**config.mk**
```make
export PLATFORM = sky130hd
export DESIGN_NAME = pcie_dual_csr_arbiter
export DESIGN_NICKNAME = d
export VERILOG_FILES = /design/src/rtl/pcie_dual_csr_arbiter.sv
export SDC_FILE = /design/constraint.sdc
export NUM_CORES = 1
export LEC_CHECK = 0
export ABC_CLOCK_PERIOD_IN_PS = 5000
export CAP_MARGIN = 30
export CORE_AREA = 10 10 142 144
export CTS_BUF_LIST = sky130_fd_sc_hd__clkbuf_8
export DETAILED_ROUTE_END_ITERATION = 8
export DIE_AREA = 0 0 152 154
export GPL_TIMING_DRIVEN = 0
export PLACE_DENSITY_LB_ADDON = 0.3
export SLEW_MARGIN = 20
export SYNTH_ARGS = -nofsm -noshare
export SYNTH_HDL_FRONTEND = slang
export SYNTH_SLANG_ARGS = --single-unit
```
**constraint.sdc**
```tcl
create_clock -name clk_100 -period 5 [get_ports clk_100]
set_clock_uncertainty 0.15 [all_clocks]
set_input_delay 1 -clock clk_100 [delete_from_list [all_inputs] [get_ports clk_100]]
set_output_delay 1 -clock clk_100 [all_outputs]
set_load 0.01 [all_outputs]
```
**src/rtl/pcie_dual_csr_arbiter.sv**
```systemverilog
// pcie_dual_csr_arbiter
// ---------------------
// Lets the BAR masters of two PCIe hard IPs (link 1 = m0, link 2 = m1) share a
// single Avalon-MM CSR/PIO slave on clk_100. Round-robin arbitration, one
// outstanding transaction at a time, and a watchdog that aborts any
// transaction stuck waiting for slave accept or read data.
//
// Handshake: a master request is mX_read | mX_write (write wins if both are
// set). The master holds its command stable while mX_waitrequest = 1. The
// arbiter samples requests only in IDLE and accepts the command by driving
// mX_waitrequest low for exactly one cycle. The slave accepts s_read/s_write
// in a cycle with s_waitrequest = 0. Read data returns on the one-cycle
// strobes s_readdatavalid (slave side) and mX_readdatavalid (master side).
//
// Ports:
//   clk_100, reset           clock, synchronous active-high reset
//   mX_*  (X = 0, 1)         Avalon-MM slave-side ports facing each PCIe BAR
//   s_*                      Avalon-MM master-side ports facing the CSR bank
//   grant                    master currently owning the slave
//   busy                     high whenever the FSM is outside IDLE
//   timeout_count            number of aborted transactions (saturating)
//   state_dbg                current FSM state encoding
//
// All outputs come straight from registers.

module pcie_dual_csr_arbiter #(
  parameter int                ADDR_W   = 16,
  parameter int                DATA_W   = 32,
  parameter int                TIMEOUT  = 1024,
  parameter logic [DATA_W-1:0] ERR_DATA = 32'hDEAD_BEEF
) (
  input  logic                clk_100,
  input  logic                reset,
  // master 0
  input  logic [ADDR_W-1:0]   m0_address,
  input  logic                m0_read,
  input  logic                m0_write,
  input  logic [DATA_W-1:0]   m0_writedata,
  input  logic [DATA_W/8-1:0] m0_byteenable,
  output logic                m0_waitrequest,
  output logic [DATA_W-1:0]   m0_readdata,
  output logic                m0_readdatavalid,
  // master 1
  input  logic [ADDR_W-1:0]   m1_address,
  input  logic                m1_read,
  input  logic                m1_write,
  input  logic [DATA_W-1:0]   m1_writedata,
  input  logic [DATA_W/8-1:0] m1_byteenable,
  output logic                m1_waitrequest,
  output logic [DATA_W-1:0]   m1_readdata,
  output logic                m1_readdatavalid,
  // slave
  output logic [ADDR_W-1:0]   s_address,
  output logic                s_read,
  output logic                s_write,
  output logic [DATA_W-1:0]   s_writedata,
  output logic [DATA_W/8-1:0] s_byteenable,
  input  logic                s_waitrequest,
  input  logic [DATA_W-1:0]   s_readdata,
  input  logic                s_readdatavalid,
  // status
  output logic                grant,
  output logic                busy,
  output logic [15:0]         timeout_count,
  output logic [2:0]          state_dbg
);

  localparam int BE_W = DATA_W / 8;
  // The watchdog expires in the TIMEOUT-th counted cycle (count starts at 0).
  localparam logic [15:0] WD_LIMIT = 16'(TIMEOUT - 1);

  typedef enum logic [2:0] {
    S_IDLE    = 3'd0,
    S_ISSUE   = 3'd1,
    S_ACK     = 3'd2,
    S_WAIT_RD = 3'd3,
    S_RESP    = 3'd4
  } state_t;

  state_t state_q, state_n;

  // Internal state
  logic              last_served, last_served_n; // master served most recently
  logic              is_write, is_write_n;       // type of the current command
  logic [15:0]       wd_cnt, wd_cnt_n;           // watchdog cycle counter
  logic [DATA_W-1:0] rd_buf, rd_buf_n;           // read data caught during ACK
  logic              rd_cap, rd_cap_n;           // rd_buf holds valid data
  logic              aborted, aborted_n;         // watchdog fired in ISSUE

  // Next values of the registered outputs
  logic [ADDR_W-1:0] s_address_n;
  logic              s_read_n, s_write_n;
  logic [DATA_W-1:0] s_writedata_n;
  logic [BE_W-1:0]   s_byteenable_n;
  logic              m0_waitrequest_n, m1_waitrequest_n;
  logic              m0_readdatavalid_n, m1_readdatavalid_n;
  logic [DATA_W-1:0] m0_readdata_n, m1_readdata_n;
  logic              grant_n, busy_n;
  logic [15:0]       timeout_count_n;

  // Combinational helpers
  logic              req0, req1, sel;
  logic              resp_now;
  logic [DATA_W-1:0] resp_data;
  logic [15:0]       tc_inc;
  logic [15:0]       wd_inc;

  assign req0   = m0_read | m0_write;
  assign req1   = m1_read | m1_write;
  assign tc_inc = (timeout_count == 16'hFFFF) ? timeout_count : timeout_count + 16'd1;
  assign wd_inc = (wd_cnt == 16'hFFFF) ? wd_cnt : wd_cnt + 16'd1;

  assign state_dbg = state_q;

  always_comb begin
    state_n            = state_q;
    last_served_n      = last_served;
    is_write_n         = is_write;
    wd_cnt_n           = wd_cnt;
    rd_buf_n           = rd_buf;
    rd_cap_n           = rd_cap;
    aborted_n          = aborted;
    s_address_n        = s_address;
    s_read_n           = s_read;
    s_write_n          = s_write;
    s_writedata_n      = s_writedata;
    s_byteenable_n     = s_byteenable;
    m0_waitrequest_n   = 1'b1;
    m1_waitrequest_n   = 1'b1;
    m0_readdatavalid_n = 1'b0;
    m1_readdatavalid_n = 1'b0;
    m0_readdata_n      = m0_readdata;
    m1_readdata_n      = m1_readdata;
    grant_n            = grant;
    timeout_count_n    = timeout_count;
    sel                = 1'b0;
    resp_now           = 1'b0;
    resp_data          = rd_buf;

    unique case (state_q)
      S_IDLE: begin
        // Stray s_readdatavalid is deliberately not looked at here.
        if (req0 | req1) begin
          // On a tie the master not served last wins.
          sel            = (req0 & req1) ? ~last_served : req1;
          is_write_n     = sel ? m1_write : m0_write;
          s_address_n    = sel ? m1_address : m0_address;
          s_writedata_n  = sel ? m1_writedata : m0_writedata;
          s_byteenable_n = sel ? m1_byteenable : m0_byteenable;
          s_write_n      = is_write_n;
          s_read_n       = ~is_write_n;
          grant_n        = sel;
          wd_cnt_n       = 16'd0;
          rd_cap_n       = 1'b0;
          aborted_n      = 1'b0;
          state_n        = S_ISSUE;
        end
      end

      S_ISSUE: begin
        wd_cnt_n = wd_inc;
        // Slave accept takes priority over a watchdog expiring the same cycle.
        if (!s_waitrequest || (wd_cnt >= WD_LIMIT)) begin
          s_read_n      = 1'b0;
          s_write_n     = 1'b0;
          last_served_n = grant;
          state_n       = S_ACK;
          if (grant) m1_waitrequest_n = 1'b0;
          else       m0_waitrequest_n = 1'b0;
          if (s_waitrequest) begin
            aborted_n       = 1'b1;
            timeout_count_n = tc_inc;
          end
        end
      end

      S_ACK: begin
        wd_cnt_n = wd_inc;
        if (is_write) begin
          state_n = S_IDLE;
        end else if (aborted) begin
          // Command never reached the slave; answer the read with ERR_DATA.
          resp_now  = 1'b1;
          resp_data = ERR_DATA;
        end else begin
          state_n = S_WAIT_RD;
          // A latency-1 slave returns data while we are still acking.
          if (s_readdatavalid) begin
            rd_buf_n = s_readdata;
            rd_cap_n = 1'b1;
          end
        end
      end

      S_WAIT_RD: begin
        wd_cnt_n = wd_inc;
        if (rd_cap) begin
          resp_now  = 1'b1;
          resp_data = rd_buf;
        end else if (s_readdatavalid) begin
          resp_now  = 1'b1;
          resp_data = s_readdata;
        end else if (wd_cnt >= WD_LIMIT) begin
          resp_now        = 1'b1;
          resp_data       = ERR_DATA;
          timeout_count_n = tc_inc;
        end
      end

      S_RESP: begin
        state_n = S_IDLE;
      end

      default: begin
        state_n = S_IDLE;
      end
    endcase

    if (resp_now) begin
      state_n = S_RESP;
      if (grant) begin
        m1_readdata_n      = resp_data;
        m1_readdatavalid_n = 1'b1;
      end else begin
        m0_readdata_n      = resp_data;
        m0_readdatavalid_n = 1'b1;
      end
    end

    busy_n = (state_n != S_IDLE);
  end

  always_ff @(posedge clk_100) begin
    if (reset) begin
      state_q          <= S_IDLE;
      last_served      <= 1'b1;
      is_write         <= 1'b0;
      wd_cnt           <= 16'd0;
      rd_buf           <= '0;
      rd_cap           <= 1'b0;
      aborted          <= 1'b0;
      s_address        <= '0;
      s_read           <= 1'b0;
      s_write          <= 1'b0;
      s_writedata      <= '0;
      s_byteenable     <= '0;
      m0_waitrequest   <= 1'b1;
      m1_waitrequest   <= 1'b1;
      m0_readdatavalid <= 1'b0;
      m1_readdatavalid <= 1'b0;
      m0_readdata      <= '0;
      m1_readdata      <= '0;
      grant            <= 1'b0;
      busy             <= 1'b0;
      timeout_count    <= 16'd0;
    end else begin
      state_q          <= state_n;
      last_served      <= last_served_n;
      is_write         <= is_write_n;
      wd_cnt           <= wd_cnt_n;
      rd_buf           <= rd_buf_n;
      rd_cap           <= rd_cap_n;
      aborted          <= aborted_n;
      s_address        <= s_address_n;
      s_read           <= s_read_n;
      s_write          <= s_write_n;
      s_writedata      <= s_writedata_n;
      s_byteenable     <= s_byteenable_n;
      m0_waitrequest   <= m0_waitrequest_n;
      m1_waitrequest   <= m1_waitrequest_n;
      m0_readdatavalid <= m0_readdatavalid_n;
      m1_readdatavalid <= m1_readdatavalid_n;
      m0_readdata      <= m0_readdata_n;
      m1_readdata      <= m1_readdata_n;
      grant            <= grant_n;
      busy             <= busy_n;
      timeout_count    <= timeout_count_n;
    end
  end

endmodule

```
==> qor.yml <==
outcome:
  status: "finished, final reports clean"
sta:
  max_slew_margin: 0.441
  grt_setup_unrepaired: "no"
  tns_ps: 0
  fin_crit_ps: 2960
  hold_violations: 0
  drv_slew: 0
  finalSetupViolCount: 0
  tightest_slew_ps: 839
  max_freq_mhz: 338
  period_share: 0.591
setup_path:
  crit_chain: "clkdlybuf4s50_1 > o21ai_0 > o21ai_0 > buf_2 > clkbuf_1 > mux2i_1 > a211oi_1"
  cp.buffers_inverters: 3
  critical_path.startpoint_type: "input port"
  max_stage_delay_ps: 660
  crit_path_max_fanout: 10
  cp_common_cell: "o21ai_0"
  worstRegToRegCells: 7
  critPathKind: "in -> reg"
  path_delay_family: "buffers and inverters"
  cp_num_cells: 7
  cp_slowest_cell: "clkbuf_1"
  end_kind: "register"
  crit_required_ps: 5190
  cp.arrival_ps: 3150
global_route:
  grtUsageTotal: 0.245
  antenna_found_initial: 0
  grt_pass1_wl_um: 46300
  grt_pass1_vias: 8028
  grt-ovfl-total: 0
  grt_max_degree: 20
yosys:
  synth.largest_area_cell: "dfxtp_1"
  netlist_area_mm2: 0.00816
  synth_area_per_cell_um2: 8.84
  synth_edf_count: 0
  synthCells: 923
  synthMuxAreaShare: 0.0676
  synthXorXnorAreaFrac: 0.00322
  synth_compound_area_frac: 0.243
  synthAdderAreaFrac: 0.00307
  synth-seq-cells: 195
  synthArstFlopShare: 0
  synth.yosys.seq_area_share: 0.479
  syn_nets: 1069
  synth.distinct_cells: 63
  synth_top_family_by_area: "compound AO/OA/AOI/OAI gates"
  netlist.area_leader.share: 0.479
  synthFlopType: "dfxtp_1"
  yosysWarnings: 0
  yosys.area_share.simple: 0.160
  ys_top_cells_by_area: "dfxtp_1 (48%), mux2i_1 (6.6%), a211oi_1 (6.5%)"
worst_hold_path:
  hold_path.class: "reg -> reg"
  min_path_cells: 2
detailed_routing:
  drt-initial-drc-count: 623
  viasPerCell: 5.70
  vias: 8353
  ant_nets: 0
  first_pass_iters: 5
  post_drt_wl_per_cell_um: 20.9
  routed_wirelength_um: 30600
  drc_errors: 0
layout:
  stdcell_area_mm2: 0.0117
  fill_cells: 1453
  final_core_util: 0.681
  final_common_cell: "clkdlybuf4s50_1"
  n_antenna_cell: 0
  drive_gt1_frac: 0.0629
  nNetsFinal: 1373
  final_cell_mix: "clkdlybuf4s50_1 (285), dfxtp_1 (195), a21oi_1 (97), nor2_1 (97), nand2_1 (94)"
  syn_to_final_growth_pct: 43.5
clocking:
  post_cts_buffers: 0
  cts.clk_slew.worst_paths_ps: 100
  clock_sinks: 195
  tritoncts: "done"
  ctsResizeCount: 0
  cts_root_buf: "clkbuf_8"
  cts_max_level: 4
  holdBufCountCts: 0
  clkLatencyLatePin_ps: 480
  clock_path_buffers: 2
  numCtsBuffers: 17
floorplan:
  dieArea_mm2: 0.0234
  initial_core_util: 0.475
  core_mm2: 0.0172
  die_y_um: 154
  die_w_um: 152
  io_pins: 287
  row_count: 48
place:
  gp_congestion: 0.894
  dpl.hpwl_um: 23500
  dpl-instance-area_mm2: 0.0113
  port_buffers: 285
power_and_ir_drop:
  ir_drop_v: 0.000234
  power.density_mw_per_mm2: 302
  p_leak_nw: 4.32
  total_power_w: 0.00354
run:
  maxCapViolations: 0
==> registers in the layout, summed over array words and instances, names as in the netlist <==
register and cells:
aborted 1, busy 1, grant 1, is_write 1, last_served 1, m0_readdata 32
m0_readdatavalid 1, m0_waitrequest 1, m1_readdata 32, m1_readdatavalid 1, m1_waitrequest 1, rd_buf 32
rd_cap 1, s_address 16, s_byteenable 4, s_read 1, s_write 1, s_writedata 32
state_dbg 3, timeout_count 16, wd_cnt 16
==> through the flow <==
stage                     setup WS, ps  std cells  hold slack, ps
after detailed placement          1550       1433             297
after global routing              1940       1465             336
final                             2040       1465             315
after global placement            1550       1433             291
after floorplan                   2320        923             286
after CTS                         2040       1465             312
==> cells in the mapped netlist (all sizes together), types with 5 or more instances <==
| cell | n |
|---|---|
| o31ai | 9 |
| nand4 | 11 |
| mux2i | 54 |
| inv | 8 |
| buf | 29 |
| dfxtp | 195 |
| nand3 | 12 |
| a211oi | 75 |
| o22ai | 28 |
| o211ai | 7 |
| and3 | 8 |
| nor2 | 97 |
| or4 | 12 |
| nand2b | 6 |
| and4 | 6 |
| a21oi | 99 |
| nand2 | 94 |
| nor3b | 5 |
| clkbuf | 44 |
| a32oi | 7 |
| o21ai | 61 |
| or3 | 9 |
==> tightest hold or removal path, delay by kind of cell (launching register included) <==
| family | cells | cell delay (ps) |
|---|---|---|
| DFF | 1 | 320 |
| and+or+nand+nor | 1 | 50 |
| AOI/OAI and AO/OA | 1 | 50 |
==> path summary, 6_finish.rpt <==
path / end / slack [ps] / from
setup / recovery: s_address[10] / 2040 / m0_write
hold / removal: rd_buf[29] / 310 / rd_buf[29]
setup reg to reg: m0_readdata[23] / 2220 / wd_cnt[0]
hold reg to reg: rd_buf[29] / 310 / rd_buf[29]
==> cell families (layout without fill, tap and decap cells) <==
family | Yosys count | count (layout)
flops | 195 | 195
buf+inv | 81 | 398
compound gates | 309 | 309
fa+ha+maj | 2 | 2
mux | 55 | 55
xor+xnor | 3 | 3
simple gates | 278 | 278
==> layout make-up <==
cell class                 instances  area [µm²]  area share
tap                              225         282      0.0241
timing repair buffer             285        2850       0.244
clock inverter                    14         163      0.0139
multi-input combinational        647        3900       0.333
buffer                            73         325      0.0278
inverter                           8        30.0     0.00257
sequential                       195        3900       0.334
clock buffer                      18         248      0.0212
==> report_power, final <==
group          internal [W]  switching [W]  total (W)
sequential          0.00165      0.0000581    0.00171
clock              0.000433       0.000621    0.00105
combinational      0.000379       0.000393   0.000772
total               0.00246        0.00107    0.00354
==> per-layer routing <==
layer  share of wire  wire (µm)  vias up  track usage
li1                -          -     3999            -
met1            0.40      12200     3949        0.278
met2            0.49      15000      365        0.419
met3           0.090       2760       40       0.0912
met4           0.018        560        0       0.0720
met5               0          0        -            0
Power figures use the tool's default switching activity.
